--- config.mk ---
export PLATFORM = sky130hd
export DESIGN_NAME = i2s_frame_tx
export DESIGN_NICKNAME = d
export VERILOG_FILES = /design/src/rtl/i2s_frame_tx.sv
export SDC_FILE = /design/constraint.sdc
export NUM_CORES = 1
export LEC_CHECK = 0
export CAP_MARGIN = 10
export CORE_ASPECT_RATIO = 1.1
export CORE_MARGIN = 2
export CORE_UTILIZATION = 50
export CTS_CLUSTER_SIZE = 40
export DETAILED_ROUTE_END_ITERATION = 12
export HOLD_SLACK_MARGIN = 0.08
export PLACE_DENSITY = 0.83
export SYNTH_ARGS = -nofsm -noshare
export SYNTH_HDL_FRONTEND = slang
export SYNTH_SLANG_ARGS = --single-unit
--- constraint.sdc ---
create_clock -name mclk -period 3.3 [get_ports mclk]
set_input_delay 0.66 -clock mclk [delete_from_list [all_inputs] [get_ports mclk]]
set_output_delay 0.66 -clock mclk [all_outputs]
set_load 0.005 [all_outputs]
--- src/rtl/i2s_frame_tx.sv ---
// I2S transmitter: pulls one 32-bit stereo word per frame from a FIFO read port
// and serialises it MSB-first with the standard one-bclk delay, all on mclk.
module i2s_frame_tx #(
  parameter int BCLK_DIV  = 4,
  parameter int SLOT_BITS = 32,
  parameter int CNTW      = 6
) (
  input  logic        mclk,
  input  logic        reset,
  input  logic        enable,
  input  logic        mute,
  input  logic [31:0] din,
  output logic        ren,
  output logic        bclk,
  output logic        lrck,
  output logic        sdata,
  output logic        frame_start
);

  localparam int DW = (BCLK_DIV > 2) ? $clog2(BCLK_DIV) : 1;
  localparam logic [DW-1:0]   DIV_LAST = DW'(BCLK_DIV - 1);
  localparam logic [DW-1:0]   DIV_HALF = DW'(BCLK_DIV / 2);
  localparam logic [CNTW-1:0] SLOT     = CNTW'(SLOT_BITS);
  localparam logic [CNTW-1:0] BIT_LAST = CNTW'(2 * SLOT_BITS - 1);

  logic [DW-1:0]   div_cnt;
  logic [CNTW-1:0] bit_cnt;
  logic [31:0]     next_word;
  logic [31:0]     shift_word;
  logic            mute_f;

  logic            div_wrap;
  logic            at_boundary;
  logic            at_capture;
  logic            ser_bit;
  logic [4:0]      left_idx;
  logic [4:0]      right_idx;

  assign div_wrap    = (div_cnt == DIV_LAST);
  assign at_boundary = (div_cnt == '0) && (bit_cnt == '0);
  assign at_capture  = (div_cnt == '0) && (bit_cnt == SLOT);
  assign left_idx    = 5'(CNTW'(32) - bit_cnt);
  assign right_idx   = 5'(CNTW'(16) - (bit_cnt - SLOT));

  // Slot 0 and SLOT_BITS carry the I2S delay bit; padding slots are zero.
  always_comb begin
    ser_bit = 1'b0;
    if (bit_cnt >= CNTW'(1) && bit_cnt <= CNTW'(16))
      ser_bit = shift_word[left_idx];
    else if (bit_cnt > SLOT && bit_cnt <= SLOT + CNTW'(16))
      ser_bit = shift_word[right_idx];
  end

  always_ff @(posedge mclk or posedge reset) begin
    if (reset) begin
      div_cnt     <= '0;
      bit_cnt     <= '0;
      next_word   <= '0;
      shift_word  <= '0;
      mute_f      <= 1'b0;
      ren         <= 1'b0;
      bclk        <= 1'b0;
      lrck        <= 1'b0;
      sdata       <= 1'b0;
      frame_start <= 1'b0;
    end else if (!enable) begin
      // Idle abandons any partial frame; next_word survives for the restart.
      div_cnt     <= '0;
      bit_cnt     <= '0;
      ren         <= 1'b0;
      bclk        <= 1'b0;
      lrck        <= 1'b0;
      sdata       <= 1'b0;
      frame_start <= 1'b0;
    end else begin
      div_cnt <= div_wrap ? '0 : div_cnt + 1'b1;
      if (div_wrap)
        bit_cnt <= (bit_cnt == BIT_LAST) ? '0 : bit_cnt + 1'b1;
      bclk        <= (div_cnt >= DIV_HALF);
      frame_start <= at_boundary;
      ren         <= at_boundary && !mute;
      if (div_cnt == '0) begin
        lrck  <= (bit_cnt >= SLOT);
        sdata <= ser_bit;
      end
      if (at_boundary) begin
        mute_f     <= mute;
        shift_word <= mute ? '0 : next_word;
      end
      // Half a frame after ren, the FIFO data is long settled.
      if (at_capture && !mute_f)
        next_word <= din;
    end
  end

endmodule

== Word-level counts from Yosys, hierarchy flattened ==
Index checks and enable logic that the tools add are counted.
Widths: inputs -> output; s select.
Cells by class
  add/subtract/negate cells: 5
  $lt $le $gt $ge: 8
  eq/ne operators: 5
  muxes and demuxes: 19
  reduce and logical (&&, ||, !) cells: 12
Operator list (number)
  $mux 32: 1
  $mux 6: 3
  $eq 6x6->1 const B: 2
  $lt 5x6->1 const B: 2
  $mux 1: 11
  $bmux 1 s5: 2
  $add 6x1->6 const B: 1
  $ge 6x1->1 const B: 1
  $ge 6x6->1 const B: 1
  $gt 6x6->1 const B: 1
  $le 6x5->1 const B: 1
  $le 6x6->1 const B: 1
  $logic_and 1x1->1: 6
  $logic_not 6->1: 1
  $sub 1x5->5 const A: 1
  $sub 5x1->5 const B: 1
  $sub 5x5->5 const A: 1
  $mux 2: 2
  $ne 2x1->1 const B: 2
  $reduce_and 2->1: 2
  $add 2x1->2 const B: 1
  $eq 2x2->1 const B: 1
  $ge 2x2->1 const B: 1
  $logic_not 1->1: 2
  $logic_not 2->1: 1
Storage, ports and cells
  register bits: 78
  bits of input ports: 36
  output and inout bits: 5

== Longest topological paths before layout ==
  depth in word-level cells: 8
  depth in mapped cells: 9
  mapped depth without buffers: 7

== Least setup slack after synthesis ==
Ideal clock, no wire load.
  kind: reg2reg
  from: register bit_cnt[0]
  to: register sdata
  setup time: 0.120 ns
  arrival: 2.136 ns
  data required time: 3.180 ns
  path slack: 1.044 ns
  cell stages (with the launch flop): 10
  cells stage by stage: dfrtp_1 -> buf_6 -> inv_1 -> ha_1 -> clkbuf_1 -> mux4_2 -> nor2b_1 -> a211oi_1 -> nor4bb_1 -> a31o_1
On the way
  longest elaborated chain between the ends: 8
  elaborated cells between the ends (all ways): 17
Ends and longest elaborated chain
  start, declared: line 27  | logic [CNTW-1:0] bit_cnt;
  start signal, assigned: line 78  | bit_cnt <= (bit_cnt == BIT_LAST) ? '0 : bit_cnt + 1'b1;
  $sub 5x1->5: line 43  | assign right_idx = 5'(CNTW'(16) - (bit_cnt - SLOT));
  $sub 5x5->5: line 43
  $bmux 1 s5: line 51  | ser_bit = shift_word[right_idx];
  $mux 1 (implied by the code): line 51
  $mux 1: line 50  | else if (bit_cnt > SLOT && bit_cnt <= SLOT + CNTW'(16))
  $mux 1 (*): line 48  | if (bit_cnt >= CNTW'(1) && bit_cnt <= CNTW'(16))
  $mux 1 (*): line 82  | if (div_cnt == '0) begin
  $mux 1 (*): line 66  | end else if (!enable) begin
  end signal, assigned: line 84  | sdata <= ser_bit;
  end, declared: line 16  | output logic sdata,
Every way passes the cells marked *; elsewhere a longest branch is shown, timed or not. The select of a mux whose other input is x is not followed.
A chain may end at the register's enable or synchronous reset.

== Worst setup path after layout ==
  from: input port enable
  to: register next_word[23]
On the way
  longest elaborated chain between the ends: 1
Ends and longest elaborated chain
  start, declared: line 10  | input logic enable,
  $reduce_and 2->1 (no line)
  end signal, assigned: line 92  | next_word <= din;
  end, declared: line 28  | logic [31:0] next_word;
No other way between the ends.

==> qor.json <==
{
  "layout.nets": {"value": 391},
  "run_status": {"value": "completed"},
  "detail_route.wirelength": {"value": 6600, "unit": "microns"},
  "min_delay_path_depth": {"value": 1},
  "die_width": {"value": 85.5, "unit": "microns"},
  "synth_compound_area_share": {"value": 7.15, "unit": "%"},
  "async_flop_share": {"value": 100, "unit": "%"},
  "r2r_slack": {"value": 0.93, "unit": "ns"},
  "leakage": {"value": 1.88, "unit": "nW"},
  "max_cap_viol_count": {"value": 0},
  "holdBufCountCts": {"value": 0},
  "detail_route.vias_per_cell": {"value": 5.37},
  "fmax": {"value": 0.420, "unit": "GHz"},
  "initial_utilization": {"value": 51.9, "unit": "%"},
  "detailedPlacementHpwl": {"value": 4580, "unit": "microns"},
  "grt_antenna_before_repair": {"value": 0},
  "synth-edff-count": {"value": 0},
  "area_growth": {"value": 16.1, "unit": "%"},
  "postSynthRegisterBits": {"value": 78},
  "h-tree-depth": {"value": 3},
  "synth_seq_area_share": {"value": 53.4, "unit": "%"},
  "worst_r2r_path_depth": {"value": 7},
  "syn_area": {"value": 3660, "unit": "sq um"},
  "wl_per_cell": {"value": 15.1, "unit": "microns"},
  "power_density": {"value": 426, "unit": "nW/um^2"},
  "post_synth.cell_area_avg": {"value": 11.6, "unit": "sq um"},
  "cts_tree": {"value": "done"},
  "utilization": {"value": 60.3, "unit": "%"},
  "crit_type": {"value": "input port to flip-flop"},
  "dieArea": {"value": 8020, "unit": "sq um"},
  "filler_cell_count": {"value": 555},
  "fraction_of_layout_instances_using_a_drive_strength_above_1": {"value": 18.1, "unit": "%"},
  "timing.final.hold_violations": {"value": 0},
  "post_cts.repair.setup_buffers": {"value": 0},
  "grt_remaining_overflow": {"value": 0},
  "synth_simple_gate_area_share": {"value": 14.5, "unit": "%"},
  "vias": {"value": 2352},
  "wire_length_of_the_first_global_routing_pass": {"value": 11100, "unit": "microns"},
  "final.min_clock_period": {"value": 2.38, "unit": "ns"},
  "initialDrtViolationCount": {"value": 181},
  "synth_cells": {"value": 316},
  "via_count_of_the_first_global_routing_pass": {"value": 2305},
  "crit_path_start_kind": {"value": "input port"},
  "globalplace.congestion": {"value": 0.849},
  "firstDrtPassIters": {"value": 4},
  "hold_start": {"value": "div_cnt[0]"},
  "fin_total_pwr": {"value": 1.81, "unit": "mW"},
  "critical_path.reg2reg.endpoint": {"value": "sdata"},
  "detailed_place.area": {"value": 4070, "unit": "sq um"},
  "i_o_pins": {"value": 41},
  "synth-adder-area-share": {"value": 2.39, "unit": "%"},
  "mappedNetlistNets": {"value": 359},
  "hold_path_end": {"value": "div_cnt[0]"},
  "grt_usage": {"value": 18.0, "unit": "%"},
  "synth_commonest_cells": {"value": "78 x sky130_fd_sc_hd__dfrtp_1, 45 x sky130_fd_sc_hd__nand2_1, 34 x sky130_fd_sc_hd__nand2b_1"},
  "yosys-top-cells-area": {"value": "sky130_fd_sc_hd__dfrtp_1 53%, sky130_fd_sc_hd__mux2_2 9.5%, sky130_fd_sc_hd__nand2b_1 5.8%, sky130_fd_sc_hd__mux4_2 4.9%, sky130_fd_sc_hd__nand2_1 4.6%"},
  "cts-root-to-sink-buffers": {"value": 2},
  "hold_path_class": {"value": "flip-flop to flip-flop"},
  "ir_drop": {"value": 316, "unit": "uV"},
  "synth_xor_xnor_area_share": {"value": 1.20, "unit": "%"},
  "pin_count_of_the_biggest_net_entering_global_routing": {"value": 68},
  "rows": {"value": 32},
  "clk_pin_slew": {"value": 0.08, "unit": "ns"},
  "worst_pin_slew": {"value": 0.896, "unit": "ns"},
  "yosys_warnings": {"value": 0},
  "worstPathArrival": {"value": 2.62, "unit": "ns"},
  "io_buffer_count": {"value": 40},
  "finalMaxSlewViolations": {"value": 0},
  "synth.largest_area_cell": {"value": "sky130_fd_sc_hd__dfrtp_1"},
  "diodes": {"value": 0},
  "post-synth-top-area-fraction": {"value": 53.4, "unit": "%"},
  "core": {"value": 7050, "unit": "sq um"},
  "timing.setup.tns": {"value": 0, "unit": "ns"},
  "fin_area": {"value": 4250, "unit": "sq um"},
  "finalSetupViolCount": {"value": 0},
  "synth.most_common_cell": {"value": "sky130_fd_sc_hd__dfrtp_1"},
  "synth-main-ff-cell": {"value": "sky130_fd_sc_hd__dfrtp_1"},
  "timing.critical_path.fanout_max": {"value": 20},
  "final.setup_skew": {"value": 0.00666, "unit": "ns"},
  "worst_skew_late_latency": {"value": 0.35, "unit": "ns"},
  "ys_types": {"value": 39},
  "die_y": {"value": 93.7, "unit": "microns"},
  "postRouteAntennaNets": {"value": 0},
  "required_time_at_the_endpoint_of_the_critical_path": {"value": 3.53, "unit": "ns"},
  "timing.final.crit_share": {"value": 72.2, "unit": "%"},
  "clock_sinks": {"value": 78},
  "detail_route.drc_violations": {"value": 0},
  "post_synth_mux_area_share": {"value": 16.6, "unit": "%"},
  "rsz_0062_raised_after_global_routing": {"value": "no"},
  "critical_path.reg2reg.startpoint": {"value": "bit_cnt[1]"},
  "root_buffer_master": {"value": "sky130_fd_sc_hd__clkbuf_8"},
  "cts.repair.resized": {"value": 0},
  "timing.max_slew.rel_slack": {"value": 40.1, "unit": "%"},
  "cp-end-kind": {"value": "flip-flop"},
  "synth_top_family_by_area": {"value": "multiplexers"},
  "numCtsBuffers": {"value": 9}
}
## worst max-delay path, stage by stage
cell and delay (ns):
sky130_fd_sc_hd__clkdlybuf4s50_1 0.68, sky130_fd_sc_hd__nand2_1 0.12, sky130_fd_sc_hd__and4bb_2 0.58, sky130_fd_sc_hd__buf_12 0.22, sky130_fd_sc_hd__mux2_2 0.35
## final cells by class
type | count | area (sq um) | area share (%)
timing repair buffer | 43 | 448 | 10.5
clock inverter | 7 | 57.6 | 1.36
tap | 85 | 106 | 2.50
clock buffer | 9 | 124 | 2.92
multi-input combinational | 208 | 1530 | 36.0
inverter | 8 | 30.0 | 0.707
sequential | 78 | 1950 | 46.0
## power by group
part	switching [mW]	total, mW	internal (mW)
registers	0.00695	0.974	0.967
logic	0.0963	0.184	0.0874
clock network	0.371	0.651	0.280
## kinds of logic after synthesis
| logic type | count (synthesis) |
|---|---|
| compound gates | 48 |
| mux | 46 |
| simple gates | 102 |
| flops | 78 |
| buf+inv | 30 |
| fa+ha+maj | 7 |
| xor+xnor | 5 |
## flip-flops by register name, indices dropped and copies added (netlist names)
signal,flops
next_word,32
shift_word,32
bit_cnt,6
div_cnt,2
bclk,1
frame_start,1
lrck,1
mute_f,1
ren,1
sdata,1
## per-stage QoR
step                      hold slack (ns)  std cells  worst slack [ns]
after CTS                           0.470        438             0.904
final                               0.473        438             0.918
after global placement              0.449        422             0.603
after floorplan                     0.431        316             0.645
after global routing                0.507        438             0.775
after detailed placement            0.459        422             0.534
## per-layer routing
metal	global-route usage, %	wire length, microns	vias to the layer above
met5	0	0	-
met1	24.3	2900	1161
met3	4.75	226	14
met4	6.88	125	0
met2	28.1	3350	44
li1	-	-	1133
## how the worst max path moves through the flow
stage,from,endpoint,slack [ns]
2_1_floorplan,reset,bclk,0.64
3_3_place_gp,enable,next_word[15],0.60
3_5_place_dp,enable,next_word[25],0.53
4_1_cts,enable,next_word[23],0.90
5_1_grt,enable,next_word[25],0.78
6_report,enable,next_word[23],0.92
## layout by cell type (no fill, tap or decap), types with 2 or more instances in the layout
cell type | Yosys | routed
sky130_fd_sc_hd__clkdlybuf4s50_1 | 0 | 40
sky130_fd_sc_hd__nor2_1 | 5 | 5
sky130_fd_sc_hd__buf_12 | 0 | 2
sky130_fd_sc_hd__inv_6 | 0 | 2
sky130_fd_sc_hd__o21ai_1 | 28 | 28
sky130_fd_sc_hd__o21ai_0 | 9 | 9
sky130_fd_sc_hd__xor2_1 | 2 | 2
sky130_fd_sc_hd__a21oi_1 | 2 | 2
sky130_fd_sc_hd__clkinvlp_4 | 0 | 3
sky130_fd_sc_hd__dfrtp_1 | 78 | 78
sky130_fd_sc_hd__mux2i_1 | 5 | 5
sky130_fd_sc_hd__nand2b_1 | 34 | 34
sky130_fd_sc_hd__nand3_1 | 3 | 3
sky130_fd_sc_hd__and2_1 | 3 | 3
sky130_fd_sc_hd__xnor2_1 | 3 | 3
sky130_fd_sc_hd__clkbuf_8 | 0 | 9
sky130_fd_sc_hd__mux4_2 | 8 | 8
sky130_fd_sc_hd__inv_1 | 8 | 7
sky130_fd_sc_hd__ha_1 | 7 | 7
sky130_fd_sc_hd__nor2b_1 | 2 | 2
sky130_fd_sc_hd__mux2_2 | 31 | 31
sky130_fd_sc_hd__clkinv_4 | 0 | 2
sky130_fd_sc_hd__nand2_1 | 45 | 45
sky130_fd_sc_hd__o22ai_1 | 3 | 3
sky130_fd_sc_hd__o311ai_0 | 2 | 2
sky130_fd_sc_hd__and3_1 | 2 | 2
Power figures use the tool's default switching activity.
